==> config.mk <==
export PLATFORM = sky130hd
export DESIGN_NAME = dmem_io_ctrl
export DESIGN_NICKNAME = d
export VERILOG_FILES = /design/src/rtl/dmem_io_pkg.sv /design/src/rtl/dmem_io_ctrl_sw_debounce.sv /design/src/rtl/dmem_io_ctrl.sv
export SDC_FILE = /design/constraint.sdc
export NUM_CORES = 2
export LEC_CHECK = 0
export ABC_AREA = 1
export CAP_MARGIN = 30
export CELL_PAD_IN_SITES_DETAIL_PLACEMENT = 0
export CELL_PAD_IN_SITES_GLOBAL_PLACEMENT = 1
export CORE_AREA = 2 2 439 441
export CTS_CLUSTER_DIAMETER = 60
export DETAILED_ROUTE_END_ITERATION = 10
export DIE_AREA = 0 0 441 443
export HOLD_SLACK_MARGIN = 0.02
export PLACE_DENSITY_LB_ADDON = 0.1
export SLEW_MARGIN = 20
export SYNTH_ARGS = -nofsm -noshare
export SYNTH_HDL_FRONTEND = slang
export SYNTH_SLANG_ARGS = --single-unit
==> constraint.sdc <==
create_clock -name clock -period 3.79 [get_ports clock]
set_input_delay 0.758 -clock clock [delete_from_list [all_inputs] [get_ports clock]]
set_output_delay 0.758 -clock clock [all_outputs]
set_load 0.01 [all_outputs]
==> src/rtl/dmem_io_pkg.sv <==
// Shared constants for the data memory / IO controller: IO window offsets and FSM states.
package dmem_io_pkg;

    localparam logic [3:0] OFF_DISP0 = 4'h0;
    localparam logic [3:0] OFF_DISP1 = 4'h2;
    localparam logic [3:0] OFF_DISP2 = 4'h4;
    localparam logic [3:0] OFF_DISP3 = 4'h6;
    localparam logic [3:0] OFF_LED   = 4'h8;
    localparam logic [3:0] OFF_TIMER = 4'hC;
    localparam logic [3:0] OFF_SW    = 4'hE;

    typedef enum logic {
        IDLE = 1'b0,
        RESP = 1'b1
    } state_t;

endpackage

==> src/rtl/dmem_io_ctrl_sw_debounce.sv <==
// One switch bit: two-flop synchroniser followed by a stability counter.
module sw_debounce #(
    parameter int DEBOUNCE_CYC = 4
) (
    input  logic clock,
    input  logic reset,
    input  logic sw_raw,
    output logic sw_out
);

    localparam int CW = $clog2(DEBOUNCE_CYC + 1);

    logic          sync_p0;
    logic          sync_p1;
    logic [CW-1:0] cnt;

    always_ff @(posedge clock) begin
        if (reset) begin
            sync_p0 <= 1'b0;
            sync_p1 <= 1'b0;
            cnt     <= '0;
            sw_out  <= 1'b0;
        end else begin
            sync_p0 <= sw_raw;
            sync_p1 <= sync_p0;
            // The edge that sees the DEBOUNCE_CYC-th consecutive difference commits the change.
            if (sync_p1 != sw_out) begin
                if (cnt == CW'(DEBOUNCE_CYC - 1)) begin
                    sw_out <= sync_p1;
                    cnt    <= '0;
                end else begin
                    cnt <= cnt + CW'(1);
                end
            end else begin
                cnt <= '0;
            end
        end
    end

endmodule

==> src/rtl/dmem_io_ctrl.sv <==
// Handshaked data memory with memory-mapped displays, LEDs, timer and debounced switches.
// Optional byte stores are enabled by defining DMEM_BYTE_EN.
module dmem_io_ctrl
    import dmem_io_pkg::*;
#(
    parameter int                DATA_W       = 16,
    parameter int                ADDR_W       = 16,
    parameter int                DEPTH        = 128,
    parameter int                NUM_DISP     = 2,
    parameter int                NUM_SW       = 4,
    parameter int                DEBOUNCE_CYC = 4,
    parameter logic [ADDR_W-1:0] IO_BASE      = 'hfff0
) (
    input  logic                  clock,
    input  logic                  reset,
    input  logic [ADDR_W-1:0]     addr,
    input  logic [DATA_W-1:0]     wdata,
    input  logic                  read,
    input  logic                  write,
    input  logic                  wsize,
    output logic                  ready,
    output logic [DATA_W-1:0]     rdata,
    output logic                  rvalid,
    output logic                  err,
    input  logic [NUM_SW-1:0]     io_sw,
    output logic [7*NUM_DISP-1:0] io_display,
    output logic [7:0]            io_led
);

    localparam int              WA        = (DEPTH > 1) ? $clog2(DEPTH) : 1;
    localparam logic [ADDR_W:0] MEM_BYTES = (ADDR_W + 1)'(2 * DEPTH);

    state_t            state;
    state_t            state_nx;
    logic [DATA_W-1:0] mem [DEPTH];
    logic [6:0]        disp [NUM_DISP];
    logic [7:0]        led;
    logic [DATA_W-1:0] timer;
    logic [NUM_SW-1:0] sw_db;
    logic [DATA_W-1:0] rdata_p1;
    logic              err_p1;
    logic              is_mem;
    logic              is_io;
    logic              rd_hit;
    logic              wr_hit;
    logic              accept;
    logic              do_wr;
    logic              do_rd;
    logic [3:0]        io_off;
    logic [WA-1:0]     widx;
    logic [DATA_W-1:0] rd_mux;

    assign is_mem = {1'b0, addr} < MEM_BYTES;
    assign is_io  = addr[ADDR_W-1:4] == IO_BASE[ADDR_W-1:4];
    assign io_off = {addr[3:1], 1'b0};
    assign widx   = addr[WA:1];
    assign accept = (read | write) & ready;
    assign do_wr  = accept & write;
    assign do_rd  = accept & read & ~write;

    always_comb begin
        rd_mux = '0;
        rd_hit = 1'b0;
        wr_hit = 1'b0;
        if (is_mem) begin
            rd_mux = mem[widx];
            rd_hit = 1'b1;
            wr_hit = 1'b1;
        end else if (is_io) begin
            for (int i = 0; i < NUM_DISP; i++) begin
                if (io_off == OFF_DISP0 + 4'(2 * i)) begin
                    rd_mux = DATA_W'(disp[i]);
                    rd_hit = 1'b1;
                    wr_hit = 1'b1;
                end
            end
            if (io_off == OFF_LED) begin
                rd_mux = DATA_W'(led);
                rd_hit = 1'b1;
                wr_hit = 1'b1;
            end
            if (io_off == OFF_TIMER) begin
                rd_mux = timer;
                rd_hit = 1'b1;
            end
            if (io_off == OFF_SW) begin
                rd_mux = DATA_W'(sw_db);
                rd_hit = 1'b1;
            end
        end
    end

`ifdef DMEM_BYTE_EN
    // Big-endian lanes: even byte address is the high half of the word.
    always_ff @(posedge clock) begin
        if (do_wr && is_mem) begin
            if (wsize) begin
                if (addr[0]) mem[widx][7:0]  <= wdata[7:0];
                else         mem[widx][15:8] <= wdata[7:0];
            end else begin
                mem[widx] <= wdata;
            end
        end
    end
`else
    logic unused_wsize;
    assign unused_wsize = wsize;

    always_ff @(posedge clock) begin
        if (do_wr && is_mem) mem[widx] <= wdata;
    end
`endif

    // Accept stage -> response stage (_p1)
    always_ff @(posedge clock) begin
        if (reset) begin
            for (int i = 0; i < NUM_DISP; i++) disp[i] <= '0;
            led      <= '0;
            timer    <= '0;
            rdata_p1 <= '0;
            err_p1   <= 1'b0;
        end else begin
            timer  <= timer + DATA_W'(1);
            err_p1 <= accept & ((write & ~wr_hit) | (read & write) | (read & ~rd_hit));
            if (do_rd) rdata_p1 <= rd_mux;
            if (do_wr && is_io && wr_hit) begin
                for (int i = 0; i < NUM_DISP; i++) begin
                    if (io_off == OFF_DISP0 + 4'(2 * i)) disp[i] <= wdata[6:0];
                end
                if (io_off == OFF_LED) led <= wdata[7:0];
            end
        end
    end

    always_ff @(posedge clock) begin
        if (reset) state <= IDLE;
        else       state <= state_nx;
    end

    always_comb begin
        state_nx = state;
        case (state)
            IDLE: if (do_rd) state_nx = RESP;
            RESP: state_nx = IDLE;
        endcase
    end

    always_comb begin
        ready  = (state == IDLE);
        rvalid = (state == RESP);
    end

    always_comb begin
        io_display = '0;
        for (int i = 0; i < NUM_DISP; i++) io_display[7*i +: 7] = disp[i];
    end

    assign rdata  = rdata_p1;
    assign err    = err_p1;
    assign io_led = led;

    for (genvar g = 0; g < NUM_SW; g++) begin : g_sw
        sw_debounce #(.DEBOUNCE_CYC(DEBOUNCE_CYC)) u_db (
            .clock  (clock),
            .reset  (reset),
            .sw_raw (io_sw[g]),
            .sw_out (sw_db[g])
        );
    end

endmodule

=== Word level (Yosys, flattened, before mapping) ===
Memory sizes are Yosys's and may differ from the RTL's.
Index checks and enable logic that the tools add are counted.

* Latch bits: 0
* Bits in read-only memories: 0
* Memories kept: 2
* Memory bits (writable): 2062
* Bits in registers: 66
* Word-level logic and storage cells: 107

{| class="wikitable"
|+ Memory list
! memory !! words !! bits a word !! rd ports !! clocked after Yosys merged registers in !! wr ports !! RTL line !! source
|-
| mem || 128 || 16 || 1 || 0 || 1 || dmem_io_ctrl.sv:35 || <nowiki>logic [DATA_W-1:0] mem [DEPTH];</nowiki>
|-
| disp || 2 || 7 || 2 || 0 || 2 || dmem_io_ctrl.sv:36 || <nowiki>logic [6:0] disp [NUM_DISP];</nowiki>
|}

* Div/mod/pow operators: 0
* Reductions and logical operators: 13
* Bitwise operators: 21
* $lt $le $gt $ge: 1
* Equality and inequality tests: 13
* Multiplexer cells: 31
* Multipliers: 0
* Add/subtract/negate cells: 5
* Shifts and indexed selects: 0

{| class="wikitable"
|+ Operator list
! operator !! count
|-
| $mux W16 || 6
|-
| $mux W1 || 21
|-
| $mux W7 || 3
|-
| $add A16 B1 Y16 const B || 1
|-
| $lt A16 B9 Y1 const B || 1
|-
| $add A3 B1 Y3 const B || 4
|-
| $eq A12 B12 Y1 const B || 1
|-
| $eq A3 B2 Y1 const B || 4
|-
| $reduce_or A3 Y1 || 4
|-
| $reduce_and A2 Y1 || 5
|-
| $eq A3 B3 Y1 const B || 3
|-
| $and A1 B1 Y1 || 8
|-
| $not A1 Y1 || 8
|-
| $or A1 B1 Y1 || 5
|-
| $logic_not A4 Y1 || 1
|-
| $ne A1 B1 Y1 || 4
|-
| $eq A3 B1 Y1 const B || 1
|-
| $logic_and A1 B1 Y1 || 3
|-
| $pmux W1 S2 || 1
|}

=== Depth between registers and ports, before layout ===
* Word-level depth: 12
* Mapped depth: 20
* Mapped depth without buffers: 15

=== Hierarchy ===
Synthesis repeated with hierarchy kept, for this count alone.

* Cells, all modules: 8651
* Area total of the unflattened synthesis: 90057.6 µm²

{| class="wikitable"
|+ By module, submodules not included
! module !! times used !! area an instance (µm²) !! cells an instance !! seq. area each (µm²)
|-
| dmem_io_ctrl || 1 || 89151.8 || 8543 || 62760.2
|-
| sw_debounce || 4 || 226.5 || 27 || 120.1
|}

=== Worst setup path after synthesis ===
OpenSTA, ideal clock, no wires.

* Path kind: input-to-reg
* Start point: input port addr[1]
* End point: memory mem[103][0] (enable)
* Library setup time: 0.388 ns
* Setup slack: 0.657 ns
* Data arrival time: 2.744 ns
* Cell stages on the path: 11
* Required time: 3.402 ns
* Cells stage by stage: buf_6 inv_4 buf_6 buf_6 buf_6 buf_6 buf_6 nor2_2 nand2_1 buf_2 nor2_1

* Word-level cells in the longest chain between the ends: 4

{| class="wikitable"
|+ Ends and longest elaborated chain
! what !! RTL line !! source
|-
| start: declaration || dmem_io_ctrl.sv:16 || <nowiki>input logic [ADDR_W-1:0] addr,</nowiki>
|-
| $lt A16 B9 Y1 || dmem_io_ctrl.sv:53 || <nowiki>assign is_mem = {1'b0, addr} < MEM_BYTES;</nowiki>
|-
| $logic_and A1 B1 Y1 || dmem_io_ctrl.sv:110 || <nowiki>if (do_wr && is_mem) mem[widx] <= wdata;</nowiki>
|-
| $mux W1 || dmem_io_ctrl.sv:110 ||
|-
| $mux W1 (not written as such) || dmem_io_ctrl.sv:110 ||
|-
| end: declaration || dmem_io_ctrl.sv:35 ||
|}

Several ways; a longest one is shown, not always the timed one.

=== Worst setup path in the final report ===
* Start point: input port addr[4]
* End point: memory mem[96][15] (enable)

Same word-level chain as after synthesis.

==> impl_results.md <==
- Outcome: completed
- Root Driver: clkbuf_16
- DRC viols: 0
- Final setup fails: 0
- Tightest Pin Transition: 971 ps
- Inserted Clock Buffers: 221
- Vias: 59800
- Starting Density: 46.7%
- Worst setup path endpoint: mem[96][15]
- Post-Syn Area: 89300 um^2
- Hold Path Cell Cnt: 1
- Overall Global Routing Usage: around a quarter
- Post-CTS Setup Bufs: 0
- Total core area: 191000 um^2
- Routability cong.: 0.890
- Total global routing overflow: 0
- Pwr dens: 488 nW/um^2
- Seq cells post-synth: 2128
- Filler cells: 16600
- RSZ-0062 raised after global routing: false
- Reg-to-reg endpoint: mem[96][15]
- Post-Route WL: 260000 um
- Register area share after synthesis: 70.8%
- Initial detailed-routing violation count: 5362
- Worst reg2reg path startpoint: rvalid
- Leakage power: 41.0 nW
- # port buffers: 79
- Clock Skew: 25.2 ps
- Die X: approximately 440 um
- Min Tclk post-route: 2890 ps
- Vias in the first global route: 55700
- Clock Sink Count: 2128
- Dominant synthesized flop cell: edfxtp_1
- Setup TNS Final: 0 ps
- Largest net degree at the start of global routing: 130
- Initial antenna violation count: 8
- Hold_sp: wdata[8]
- H-tree lvl count: 4
- Hold Vio Cnt, Final: 0
- Syn Area/Cell: ~10 um^2
- Hold Crit Class: input pin to register
- CP cell instances: clkdlybuf4s50_1 > nor2_4 > inv_1 > nor2_1 > inv_1 > nor2_1 > buf_4
- Maxcap violations: 0
- Routed length on met3: roughly 14000 um
- Register area: 63200 um^2
- Crit end category: register
- CP max FO: 10
- DR WL met2: 124000 um
- Top Metal Used: met4
- DR WL/cell: about 23 um
- Footprint of the multi-input gates: 22100 um^2
- Max Slew Vio Count: 0
- CTS Buffer Depth: 3
- Final Util: a little over half
- Clock Latency Late Sink: 850 ps
- TritonCTS clock tree: built
- CP Launch Type: input pin
- Met1 WL: 114000 um
- Post-DR vias/cell: 5.19
- Die Y: 443 um
- Ys async rst share: 0%
- Crit path required time: roughly 4300 ps
- Final Cell Area: 103000 um^2
- Worst setup path startpoint: addr[4]
- Post-DP HPWL: roughly 160000 um
- Critical Path AT: 3440 ps
- Placed cell area: ~96000 um^2
- Die Footprint: 195000 um^2
- Nets: 8865
- Overall power: between 0.05 and 0.06 W
- Yosys warns: 0
- Slowest-stage cell, CP: clkdlybuf4s50_1
- Fraction of layout cells with a size suffix above 1: ~8.8%
- # rows: roughly 160
- First-pass GRT wire length: around 380000 um
- Clk slew on worst S/H paths: 60 ps
- FF-to-FF setup slack: roughly 1300 ps
- Post-CTS Hold Buffers: 0
- Slowest stage delay, CP: 580 ps
- Io pins: slightly above 80
- Max Clk Rate: between 300 and 400 MHz
- Fin crit share: between 70% and 80%
- Post_cts resized: 0
- Drt first pass iters: 6
- Worst r2r path cells: 8
- Worst VDD drop: roughly 370 uV
- Post-synth EDFFs: ~2100
- Syn_nets: 8578
- Post-Synthesis Cells: around 8500
- Final antenna-violating net count: 0
- Distinct cells, synth: 42
- Kind of critical path: input pin to register
- Area Growth Syn to Fin: 15.1%
- Worst relative slew slack: 35.2%
==> final cells by class <==
class                   instances  area share, %
diodes                          1        0.00244
clock buffers                 277           5.69
clock inverters               131           1.10
inverters                     481           1.79
multi-input cells            5487           21.5
flip-flops and latches       2128           61.5
well taps                    2526           3.08
repair buffers                496           5.30
==> placed cells by master, fill, tap and decap left out, types with 23 or more instances in the layout <==
master,instances
nand3_1,176
clkbuf_1,51
a21oi_1,142
o211ai_1,64
buf_12,119
nand2_1,3755
o21ai_0,329
or2_2,24
buf_4,305
edfxtp_1,2062
clkinv_1,58
o21ai_1,29
nand4_1,23
dfxtp_1,66
clkdlybuf4s50_1,60
clkbuf_16,226
inv_1,469
nor2_1,875
clkinv_2,40
==> synth_stat cells (2+ instances only) <==
| cell | n | area share, % |
|---|---|---|
| o21ai_1 | 29 | 0.16 |
| nor2_2 | 2 | 0.014 |
| buf_4 | 21 | 0.18 |
| nand4_1 | 23 | 0.16 |
| clkinv_1 | 3 | 0.013 |
| o211ai_1 | 64 | 0.54 |
| o21ai_0 | 329 | 1.8 |
| buf_6 | 35 | 0.44 |
| buf_1 | 35 | 0.15 |
| nand2_2 | 2 | 0.014 |
| nand3b_1 | 2 | 0.017 |
| ha_1 | 9 | 0.13 |
| nor3_1 | 12 | 0.067 |
| edfxtp_1 | 2062 | 69 |
| nand3_1 | 177 | 0.99 |
| a21oi_1 | 142 | 0.80 |
| nor4_1 | 3 | 0.021 |
| inv_1 | 472 | 2.0 |
| clkbuf_1 | 153 | 0.64 |
| or2_2 | 24 | 0.17 |
| inv_2 | 5 | 0.021 |
| dfxtp_1 | 66 | 1.5 |
| a31oi_1 | 7 | 0.049 |
| o22ai_1 | 3 | 0.021 |
| buf_2 | 188 | 1.1 |
| nor2_1 | 880 | 3.7 |
| o21a_1 | 2 | 0.017 |
| a22oi_1 | 5 | 0.042 |
| nand2_1 | 3760 | 16 |
==> worst max-delay path, delay by kind of cell <==
kind                   cells  cell delay [ps]
buffers and inverters      4             1270
and+or+nand+nor            3             1390
==> how the worst min path moves through the flow <==
stage | endpoint | slack (ps)
global placement | g_sw[0].u_db.sync_p1 | 390
global route | mem[123][8] | 170
CTS | mem[123][8] | 120
finish | mem[123][8] | 210
detailed placement | g_sw[3].u_db.sync_p1 | 400
floorplan | g_sw[0].u_db.sync_p1 | 390
==> kinds of logic after synthesis <==
logic type	after synthesis	synth area share (%)
xor+xnor	1	0.00981
simple gates	4891	21.0
fa+ha+maj	9	0.126
flops	2128	70.8
compound gates	586	3.52
buf+inv	913	4.49
==> metrics by stage <==
step           hold slack [ps]  worst slack [ps]  cells
3_5_place_dp               398              33.8  11100
3_3_place_gp               393               108  11100
5_1_grt                    170               885  11500
4_1_cts                    121               950  11500
2_1_floorplan              388               657   8528
6_report                   206               898  11500
==> power breakdown <==
part	internal (W)	leakage, nW	total (W)	switching (W)
clock network	0.0121	3.41	0.0211	0.00899
registers	0.0258	19.1	0.0258	0.0000120
logic	0.000863	18.5	0.00323	0.00236
==> layer usage <==
layer	vias to the layer above	global-route usage (%)
met3	333	3.37
met2	1644	43.2
met5	-	0
li1	28600	-
met1	29300	37.2
met4	0	7.58
==> registers in the layout (all words and copies together), names as in the netlist <==
name	cells
rvalid	1
rdata	16
timer	16
g_sw.u_db.cnt	12
disp	14
err	1
io_led	8
g_sw.u_db.sync_p1	4
mem	2048
g_sw.u_db.sync_p0	4
g_sw.u_db.sw_out	4
Power figures use the tool's default switching activity.
